--- src/rtl/alu_vec_pkg.sv ---
// Shared opcode encoding for the vector ALU pipeline and its lanes.
package alu_vec_pkg;

    localparam int OPCODE_W = 4;

    typedef enum logic [OPCODE_W-1:0] {
        OP_ADD    = 4'd0,
        OP_SUB    = 4'd1,
        OP_MUL    = 4'd2,
        OP_AND    = 4'd3,
        OP_OR     = 4'd4,
        OP_XOR    = 4'd5,
        OP_NOT    = 4'd6,
        OP_SHL    = 4'd7,
        OP_SHR    = 4'd8,
        OP_MAC    = 4'd9,
        OP_CLRACC = 4'd10
    } opcode_e;

endpackage

--- src/rtl/alu_vec_pipe_lane.sv ---
// One ALU lane: combinational datapath on the S1 operands plus the lane's
// multiply-accumulate register, which updates when the transaction enters S2.
module alu_lane
    import alu_vec_pkg::*;
#(
    parameter int WIDTH = 8
) (
    input  logic               clk,
    input  logic               rst_n,
    input  logic               i_load,
    input  logic               i_mask,
    input  opcode_e            i_op,
    input  logic [WIDTH-1:0]   i_a,
    input  logic [WIDTH-1:0]   i_b,
    output logic [2*WIDTH-1:0] o_result,
    output logic               o_gt,
    output logic               o_eq,
    output logic               o_lt,
    output logic               o_ovf
);

    localparam int SHW = $clog2(WIDTH);

    logic [2*WIDTH-1:0] w_a_ext;
    logic [2*WIDTH-1:0] w_b_ext;
    logic [2*WIDTH-1:0] w_prod;
    logic [2*WIDTH-1:0] w_raw;
    logic [2*WIDTH:0]   w_mac;
    logic [SHW-1:0]     w_sh;
    logic [2*WIDTH-1:0] r_acc;

    assign w_a_ext = {{WIDTH{1'b0}}, i_a};
    assign w_b_ext = {{WIDTH{1'b0}}, i_b};
    assign w_prod  = w_a_ext * w_b_ext;
    assign w_mac   = {1'b0, r_acc} + {1'b0, w_prod};
    assign w_sh    = i_b[SHW-1:0];

    always_comb begin
        w_raw = '0;
        case (i_op)
            OP_ADD: w_raw = w_a_ext + w_b_ext;
            OP_SUB: w_raw = w_a_ext - w_b_ext;
            OP_MUL: w_raw = w_prod;
            OP_AND: w_raw = w_a_ext & w_b_ext;
            OP_OR:  w_raw = w_a_ext | w_b_ext;
            OP_XOR: w_raw = w_a_ext ^ w_b_ext;
            OP_NOT: w_raw = {{WIDTH{1'b0}}, ~i_a};
            OP_SHL: w_raw = w_a_ext << w_sh;
            OP_SHR: w_raw = w_a_ext >> w_sh;
            OP_MAC: w_raw = w_mac[2*WIDTH-1:0];
            default: w_raw = '0;
        endcase
    end

    assign o_result = i_mask ? w_raw : '0;
    assign o_gt     = i_mask && (i_a > i_b);
    assign o_eq     = i_mask && (i_a == i_b);
    assign o_lt     = i_mask && (i_a < i_b);
    assign o_ovf    = i_mask && (i_op == OP_MAC) && w_mac[2*WIDTH];

    // i_load is high for exactly one edge per transaction, so stalls never re-apply a MAC.
    always_ff @(posedge clk or negedge rst_n) begin
        if (!rst_n) begin
            r_acc <= '0;
        end else if (i_load && i_mask) begin
            if (i_op == OP_MAC) begin
                r_acc <= w_mac[2*WIDTH-1:0];
            end else if (i_op == OP_CLRACC) begin
                r_acc <= '0;
            end
        end
    end

endmodule

--- src/rtl/alu_vec_pipe.sv ---
// Two-stage vector ALU with valid/ready flow control: S1 holds operands,
// S2 holds per-lane results and flags. Lane datapaths live in alu_lane.
module alu_vec_pipe
    import alu_vec_pkg::*;
#(
    parameter int LANES = 4,
    parameter int WIDTH = 8
) (
    input  logic                              clk,
    input  logic                              rst_n,
    input  logic                              in_valid,
    output logic                              in_ready,
    input  logic [LANES-1:0][WIDTH-1:0]       in_a,
    input  logic [LANES-1:0][WIDTH-1:0]       in_b,
    input  logic [OPCODE_W-1:0]               in_opcode,
    input  logic [LANES-1:0]                  in_lane_mask,
    output logic                              out_valid,
    input  logic                              out_ready,
    output logic [LANES-1:0][2*WIDTH-1:0]     out_result,
    output logic [LANES-1:0]                  out_gt,
    output logic [LANES-1:0]                  out_eq,
    output logic [LANES-1:0]                  out_lt,
    output logic [LANES-1:0]                  out_acc_ovf
);

    logic                          r_s1_valid;
    logic [LANES-1:0][WIDTH-1:0]   r_s1_a;
    logic [LANES-1:0][WIDTH-1:0]   r_s1_b;
    opcode_e                       r_s1_op;
    logic [LANES-1:0]              r_s1_mask;

    logic                          r_s2_valid;
    logic [LANES-1:0][2*WIDTH-1:0] r_s2_result;
    logic [LANES-1:0]              r_s2_gt;
    logic [LANES-1:0]              r_s2_eq;
    logic [LANES-1:0]              r_s2_lt;
    logic [LANES-1:0]              r_s2_ovf;

    logic                          w_stall;
    logic                          w_load;
    logic [LANES-1:0][2*WIDTH-1:0] w_result;
    logic [LANES-1:0]              w_gt;
    logic [LANES-1:0]              w_eq;
    logic [LANES-1:0]              w_lt;
    logic [LANES-1:0]              w_ovf;

    assign w_stall  = r_s2_valid && !out_ready;
    assign in_ready = !r_s1_valid || !w_stall;
    assign w_load   = r_s1_valid && !w_stall;

    always_ff @(posedge clk or negedge rst_n) begin
        if (!rst_n) begin
            r_s1_valid <= 1'b0;
            r_s1_a     <= '0;
            r_s1_b     <= '0;
            r_s1_op    <= OP_ADD;
            r_s1_mask  <= '0;
        end else if (in_ready) begin
            r_s1_valid <= in_valid;
            if (in_valid) begin
                r_s1_a    <= in_a;
                r_s1_b    <= in_b;
                r_s1_op   <= opcode_e'(in_opcode);
                r_s1_mask <= in_lane_mask;
            end
        end
    end

    for (genvar gi = 0; gi < LANES; gi++) begin : g_lane
        alu_lane #(
            .WIDTH (WIDTH)
        ) u_lane (
            .clk      (clk),
            .rst_n    (rst_n),
            .i_load   (w_load),
            .i_mask   (r_s1_mask[gi]),
            .i_op     (r_s1_op),
            .i_a      (r_s1_a[gi]),
            .i_b      (r_s1_b[gi]),
            .o_result (w_result[gi]),
            .o_gt     (w_gt[gi]),
            .o_eq     (w_eq[gi]),
            .o_lt     (w_lt[gi]),
            .o_ovf    (w_ovf[gi])
        );
    end

    // Outputs only change when not stalled, which keeps them stable under backpressure.
    always_ff @(posedge clk or negedge rst_n) begin
        if (!rst_n) begin
            r_s2_valid  <= 1'b0;
            r_s2_result <= '0;
            r_s2_gt     <= '0;
            r_s2_eq     <= '0;
            r_s2_lt     <= '0;
            r_s2_ovf    <= '0;
        end else if (!w_stall) begin
            r_s2_valid <= r_s1_valid;
            if (r_s1_valid) begin
                r_s2_result <= w_result;
                r_s2_gt     <= w_gt;
                r_s2_eq     <= w_eq;
                r_s2_lt     <= w_lt;
                r_s2_ovf    <= w_ovf;
            end
        end
    end

    assign out_valid   = r_s2_valid;
    assign out_result  = r_s2_result;
    assign out_gt      = r_s2_gt;
    assign out_eq      = r_s2_eq;
    assign out_lt      = r_s2_lt;
    assign out_acc_ovf = r_s2_ovf;

endmodule

--- config.mk ---
export PLATFORM = sky130hd
export DESIGN_NAME = alu_vec_pipe
export DESIGN_NICKNAME = d
export VERILOG_FILES = /design/src/rtl/alu_vec_pkg.sv /design/src/rtl/alu_vec_pipe_lane.sv /design/src/rtl/alu_vec_pipe.sv
export SDC_FILE = /design/constraint.sdc
export NUM_CORES = 1
export LEC_CHECK = 0
export CELL_PAD_IN_SITES_DETAIL_PLACEMENT = 2
export CELL_PAD_IN_SITES_GLOBAL_PLACEMENT = 2
export CORE_MARGIN = 1
export CORE_UTILIZATION = 41
export DETAILED_ROUTE_END_ITERATION = 8
export PLACE_DENSITY_LB_ADDON = 0.1
export SLEW_MARGIN = 20
export SYNTH_ARGS = -nofsm -noshare
export SYNTH_HDL_FRONTEND = slang
export SYNTH_SLANG_ARGS = --single-unit
--- constraint.sdc ---
create_clock -name clk -period 18.2 [get_ports clk]
set_clock_uncertainty 0.05 [all_clocks]
set_input_delay 5.46 -clock clk [delete_from_list [all_inputs] [get_ports clk]]
set_output_delay 5.46 -clock clk [all_outputs]
set_load 0.005 [all_outputs]
Word-level counts from Yosys, hierarchy flattened
Index checks and enable logic that the tools add are counted.
W data, S select, Z words.
{ "op_classes": {"addsub": 12, "mul": 4, "order_cmp": 8, "eq_ne": 14, "shifts": 8, "muxes": 13, "n_bitwise": 17, "n_reduce_logical": 38} }
{ "op_table": {"columns": ["cell", "count"], "rows": [
  ["$pmux W16 S10", 4],
  ["$mux W16", 9],
  ["$add A16 B16 Y17", 4],
  ["$mul A8 B8 Y16", 4],
  ["$shl A8 B3 Y16", 4],
  ["$shr A8 B3 Y16", 4],
  ["$add A8 B8 Y9", 4],
  ["$sub A8 B8 Y9", 4],
  ["$and A8 B8 Y8", 4],
  ["$eq A8 B8 Y1", 4],
  ["$gt A8 B8 Y1", 4],
  ["$lt A8 B8 Y1", 4],
  ["$not A8 Y8", 4],
  ["$or A8 B8 Y8", 4],
  ["$xor A8 B8 Y8", 4],
  ["$logic_and A1 B1 Y1", 26],
  ["$eq A4 B3 Y1 const B", 4],
  ["$eq A4 B4 Y1 const B", 3],
  ["$reduce_and A2 Y1", 6],
  ["$eq A4 B2 Y1 const B", 2],
  ["$eq A4 B1 Y1 const B", 1],
  ["$logic_not A4 Y1", 1],
  ["$logic_not A1 Y1", 3],
  ["$reduce_bool A2 Y1", 1],
  ["2 further kinds", 2]
]} }
{ "totals": {"reg_bits": 218, "input_bits": 76, "out_inout_bits": 82, "elab_cells": 138} }

Depth between registers and ports, before layout
{ "logic_depth": {"ltp_word": 6, "ltp_mapped": 27, "ltp_nobuf": 26} }

Hierarchy
From an unflattened synthesis, not the netlist that was laid out.
{ "hier_totals": {"cells_unflattened": 3331, "hier_area_um2": 28748.8} }
{ "modules_own_cells": {"columns": ["module", "instances", "cells_each", "area_each_um2", "seq_area_each_um2"], "rows": [
  ["alu_vec_pipe", 1, 328, 6133.4, 3853.7],
  ["alu_lane (g_lane[0].u_lane)", 1, 758, 5755.5, 400.4],
  ["alu_lane (g_lane[1].u_lane)", 1, 752, 5671.7, 400.4],
  ["alu_lane (g_lane[3].u_lane)", 1, 752, 5647.9, 400.4],
  ["alu_lane (g_lane[2].u_lane)", 1, 741, 5540.3, 400.4]
]} }

Worst setup path before layout
No wires, ideal clock.
{ "synth_timing": {"path_type": "input -> output", "startpoint": "input out_ready", "endpoint": "output in_ready", "arrival_time_ps": 5639, "required_ps": 12690, "slack_ps": 7051, "stages": 1, "path_buffers": 0, "cell_sequence": "nand3b_1"} }
{ "synth_via": {"elab_chain_len": 4} }
{ "synth_lines": {"columns": ["element", "line", "rtl"], "rows": [
  ["start, declared", "alu_vec_pipe.sv:18", "input logic out_ready,"],
  ["$logic_not A1 Y1", "alu_vec_pipe.sv:47", "assign w_stall = r_s2_valid && !out_ready;"],
  ["$logic_and A1 B1 Y1", "alu_vec_pipe.sv:47", null],
  ["$logic_not A1 Y1", null, null],
  ["$logic_or A1 B1 Y1", "alu_vec_pipe.sv:48", "assign in_ready = !r_s1_valid || !w_stall;"],
  ["end, declared", "alu_vec_pipe.sv:12", "output logic in_ready,"]
]} }
Every way passes these cells.

Worst setup path after layout
Ends and elaborated chain as after synthesis.

==> run_results.csv <==
group,metric,value,unit
critical_path,r2r_cells,20,
clocking,clk_pin_slew,0.06,ns
synthesis,synth_ff_type,"dfrtp_1",
timing,fin_tns_setup,0,ns
min_path,worstHoldPathType,"reg -> reg",
clocking,clk_latency,0.61,ns
layout,fillerInstances,6888,
min_path,hp-start,"out_result[41]",
route,drt_first_iter_violations,1622,
power,p_clk_share,10.1,%
clocking,clock_path_buffers,3,
power,leakage,0.01369,uW
power,p_per_area,208.3,nW/um2
die,row_count,91,
synthesis,synth_async_sr_flop_share,100.0,%
synthesis,syn_area,25840,um2
critical_path,setup.worst_path.start,"out_ready",
synthesis,synth_area_leaders,"dfrtp_1 (21%), ha_1 (15%), fa_1 (12%)",
synthesis,syn_inst,3060,
grt,grt_pass1_wl,169400,um
critical_path,critPathMostFrequentCell,"clkdlybuf4s50_1",
placed_design,io_buffers,157,
critical_path,timing.rr.end,"out_result[13]",
timing,layout_min_cycle_time,12.28,ns
timing,rsz0062_at_grt,"false",
clocking,cts_num_sinks,218,
timing,max_slew_margin,22.62,%
die,die_y,253.1,um
route,vias,24752,
die,boundaryPins,158,
synthesis,synth.yosys.seq_area_share,21.11,%
route,vias_per_cell,6.196,
critical_path,crit_required,12.69,ns
layout,nets,3675,
clocking,cts_made_buffers,29,
timing,hold_violations,0,
clocking,htree_levels,1,
timing,slew_viol_final,0,
critical_path,cp_max_fo,3,
grt,grt_pass1_vias,27479,
grt,grt_antenna_before_repair,0,
power,internal-power,2754,uW
placed_design,placedInstanceArea,28130,um2
layout,multi_input_area,18600,um2
power,combPwrFrac,78.5,%
synthesis,synth_top_area_share,21.11,%
synthesis,yosys.area.top_type,"dfrtp_1",
critical_path,r2r_start,"r_s1_b[2]",
min_path,hold_depth,1,
synthesis,ys_types,89,
power,net-switching-power,3311,uW
power,seqPwrFrac,11.3,%
synthesis,synth_edf_count,0,
timing,timing.final.crit_share,67.49,%
critical_path,cpPeakStageDelay,0.57,ns
critical_path,path_cells,"clkdlybuf4s50_1 -> nand3b_1 -> clkdlybuf4s50_1",
synthesis,yosys-top-cells-count,"nor2_1 (352), inv_1 (309), ha_1 (308), nand2_1 (302), dfrtp_1 (218)",
clocking,cts_tree,"done",
layout,final-seq-area,5455,um2
power,swShare,54.60,%
die,die_w,253.1,um
critical_path,reg2reg_slack,10.96,ns
outcome,status,"finished clean",
timing,fmax,81.41,MHz
critical_path,worst_setup_path_end_kind,"primary output",
timing,setup-violations-final,0,
clocking,root_buffer,"clkbuf_16",
placed_design,dp_hpwl,83980,um
grt,track_usage,34.43,%
route,wirelength,111100,um
grt,grt_max_degree,95,
job,maxCapViolCount,0,
grt,grt_overflow,0,
power,power,6065,uW
critical_path,crit_slowest_cell,"clkdlybuf4s50_1",
route,detail_route.wl_per_cell,27.82,um
synthesis,avgSynthCellArea,8.446,um2
timing,worstMarginPinSlew,1.158,ns
die,die_area,64040,um2
synthesis,yosysMostFrequentCell,"nor2_1",
placed_design,place_congestion,0.9396,
critical_path,cp-start-kind,"input pin",
route,dr.pass1.iters,6,
clocking,ctsHoldBuffers,0,
synthesis,syn_nets,3600,
power,max-vdd-ir-drop,0.1379,mV
die,initial_core_util,41.73,%
die,coreArea,61940,um2
route,ant_nets,0,
layout,area_growth,12.66,%
clocking,post_cts_resize_count,0,
critical_path,crit_type,"in -> out",
min_path,hold_end,"out_result[41]",
route,drc,0,
synthesis,synth-seq-cells,218,
layout,postLayoutCellArea,29120,um2
layout,drive_gt1_share,6.905,%
critical_path,cp_data_arrival_time,6.77,ns
clocking,cts_setup_buffers,0,
synthesis,yosys_warnings,0,
==> worst max-delay path by stage <==
stage,endpoint,slack [ns],cells past startpoint
2_1_floorplan,in_ready,7.05,1
3_3_place_gp,in_ready,6.02,3
3_5_place_dp,in_ready,6.03,3
4_1_cts,in_ready,6.03,3
5_1_grt,in_ready,5.86,3
6_report,in_ready,5.92,3
==> layout by cell type, fill, tap and decap left out, drive strengths merged, types with 22 or more instances in the layout <==
| master | count |
|---|---|
| a211oi | 35 |
| a21o | 56 |
| a21oi | 171 |
| a221oi | 31 |
| a31oi | 22 |
| buf | 33 |
| clkbuf | 42 |
| clkdlybuf4s50 | 156 |
| dfrtp | 218 |
| fa | 156 |
| ha | 308 |
| inv | 311 |
| mux2 | 87 |
| mux2i | 32 |
| nand2 | 304 |
| nand2b | 29 |
| nand3 | 44 |
| nor2 | 353 |
| nor2b | 31 |
| nor3 | 39 |
| o211ai | 34 |
| o21ai | 192 |
| o21bai | 24 |
| o22ai | 28 |
| xnor2 | 56 |
| xor2 | 36 |
==> sequential cells by signal, summed over array words and instances, names as in the netlist <==
name,cells
g_lane.u_lane.r_acc,64
out_acc_ovf,4
out_eq,4
out_gt,4
out_lt,4
out_result,64
out_valid,1
r_s1_a,32
r_s1_b,32
r_s1_mask,4
r_s1_op,4
r_s1_valid,1
==> per-layer routing <==
layer | vias to the layer above | track usage (%) | wire (um)
li1 | 10820 | - | -
met5 | - | 0 | 0
met3 | 228 | 3.896 | 5461
met1 | 12924 | 44.68 | 47350
met4 | 0 | 11.57 | 3903
met2 | 780 | 59.25 | 54400
==> per-stage QoR <==
| step | worst slack (ns) | util (%) | hold WS, ns | cells |
|---|---|---|---|---|
| after floorplan | 7.051 | - | 0.4025 | 3060 |
| after global placement | 6.024 | 45.42 | 0.4133 | 3941 |
| after detailed placement | 6.031 | 45.42 | 0.4231 | 3941 |
| after CTS | 6.027 | 46.99 | 0.4368 | 3994 |
| after global routing | 5.856 | 47.00 | 0.4646 | 3994 |
| final | 5.916 | 47.01 | 0.4415 | 3995 |
==> worst max-delay path: cells and delay by family <==
kind | cells | cell delay [ns]
buf+inv | 2 | 1.05
simple gates | 1 | 0.27
==> cells by family after synthesis <==
logic type,Yosys count,share of synthesized area [%]
buffers and inverters,471,7.180
AO/OA/AOI/OAI,803,20.91
adder cells (fa/ha/maj),464,26.99
AND/OR/NAND/NOR,886,15.05
XOR/XNOR,92,3.118
multiplexers,126,5.640
flip-flops,218,21.11
==> power by group through the flow <==
stage / combinational, uW / sequential, uW / clock (uW)
floorplan: 3280 / 637 / 0
global placement: 4320 / 682 / 0
detailed placement: 4650 / 689 / 0
CTS: 4730 / 683 / 622
global route: 5210 / 695 / 634
finish: 4760 / 687 / 615
==> area by class of cell <==
class,count,share of cell area (%)
multi-input combinational,2371,63.87
tap,837,3.597
sequential,218,18.74
clock inverter,11,0.4770
timing repair buffer,189,6.240
antenna,1,0.008594
clock buffer,42,2.866
inverter,326,4.203
No activity file was read; power rests on OpenSTA's default activity.
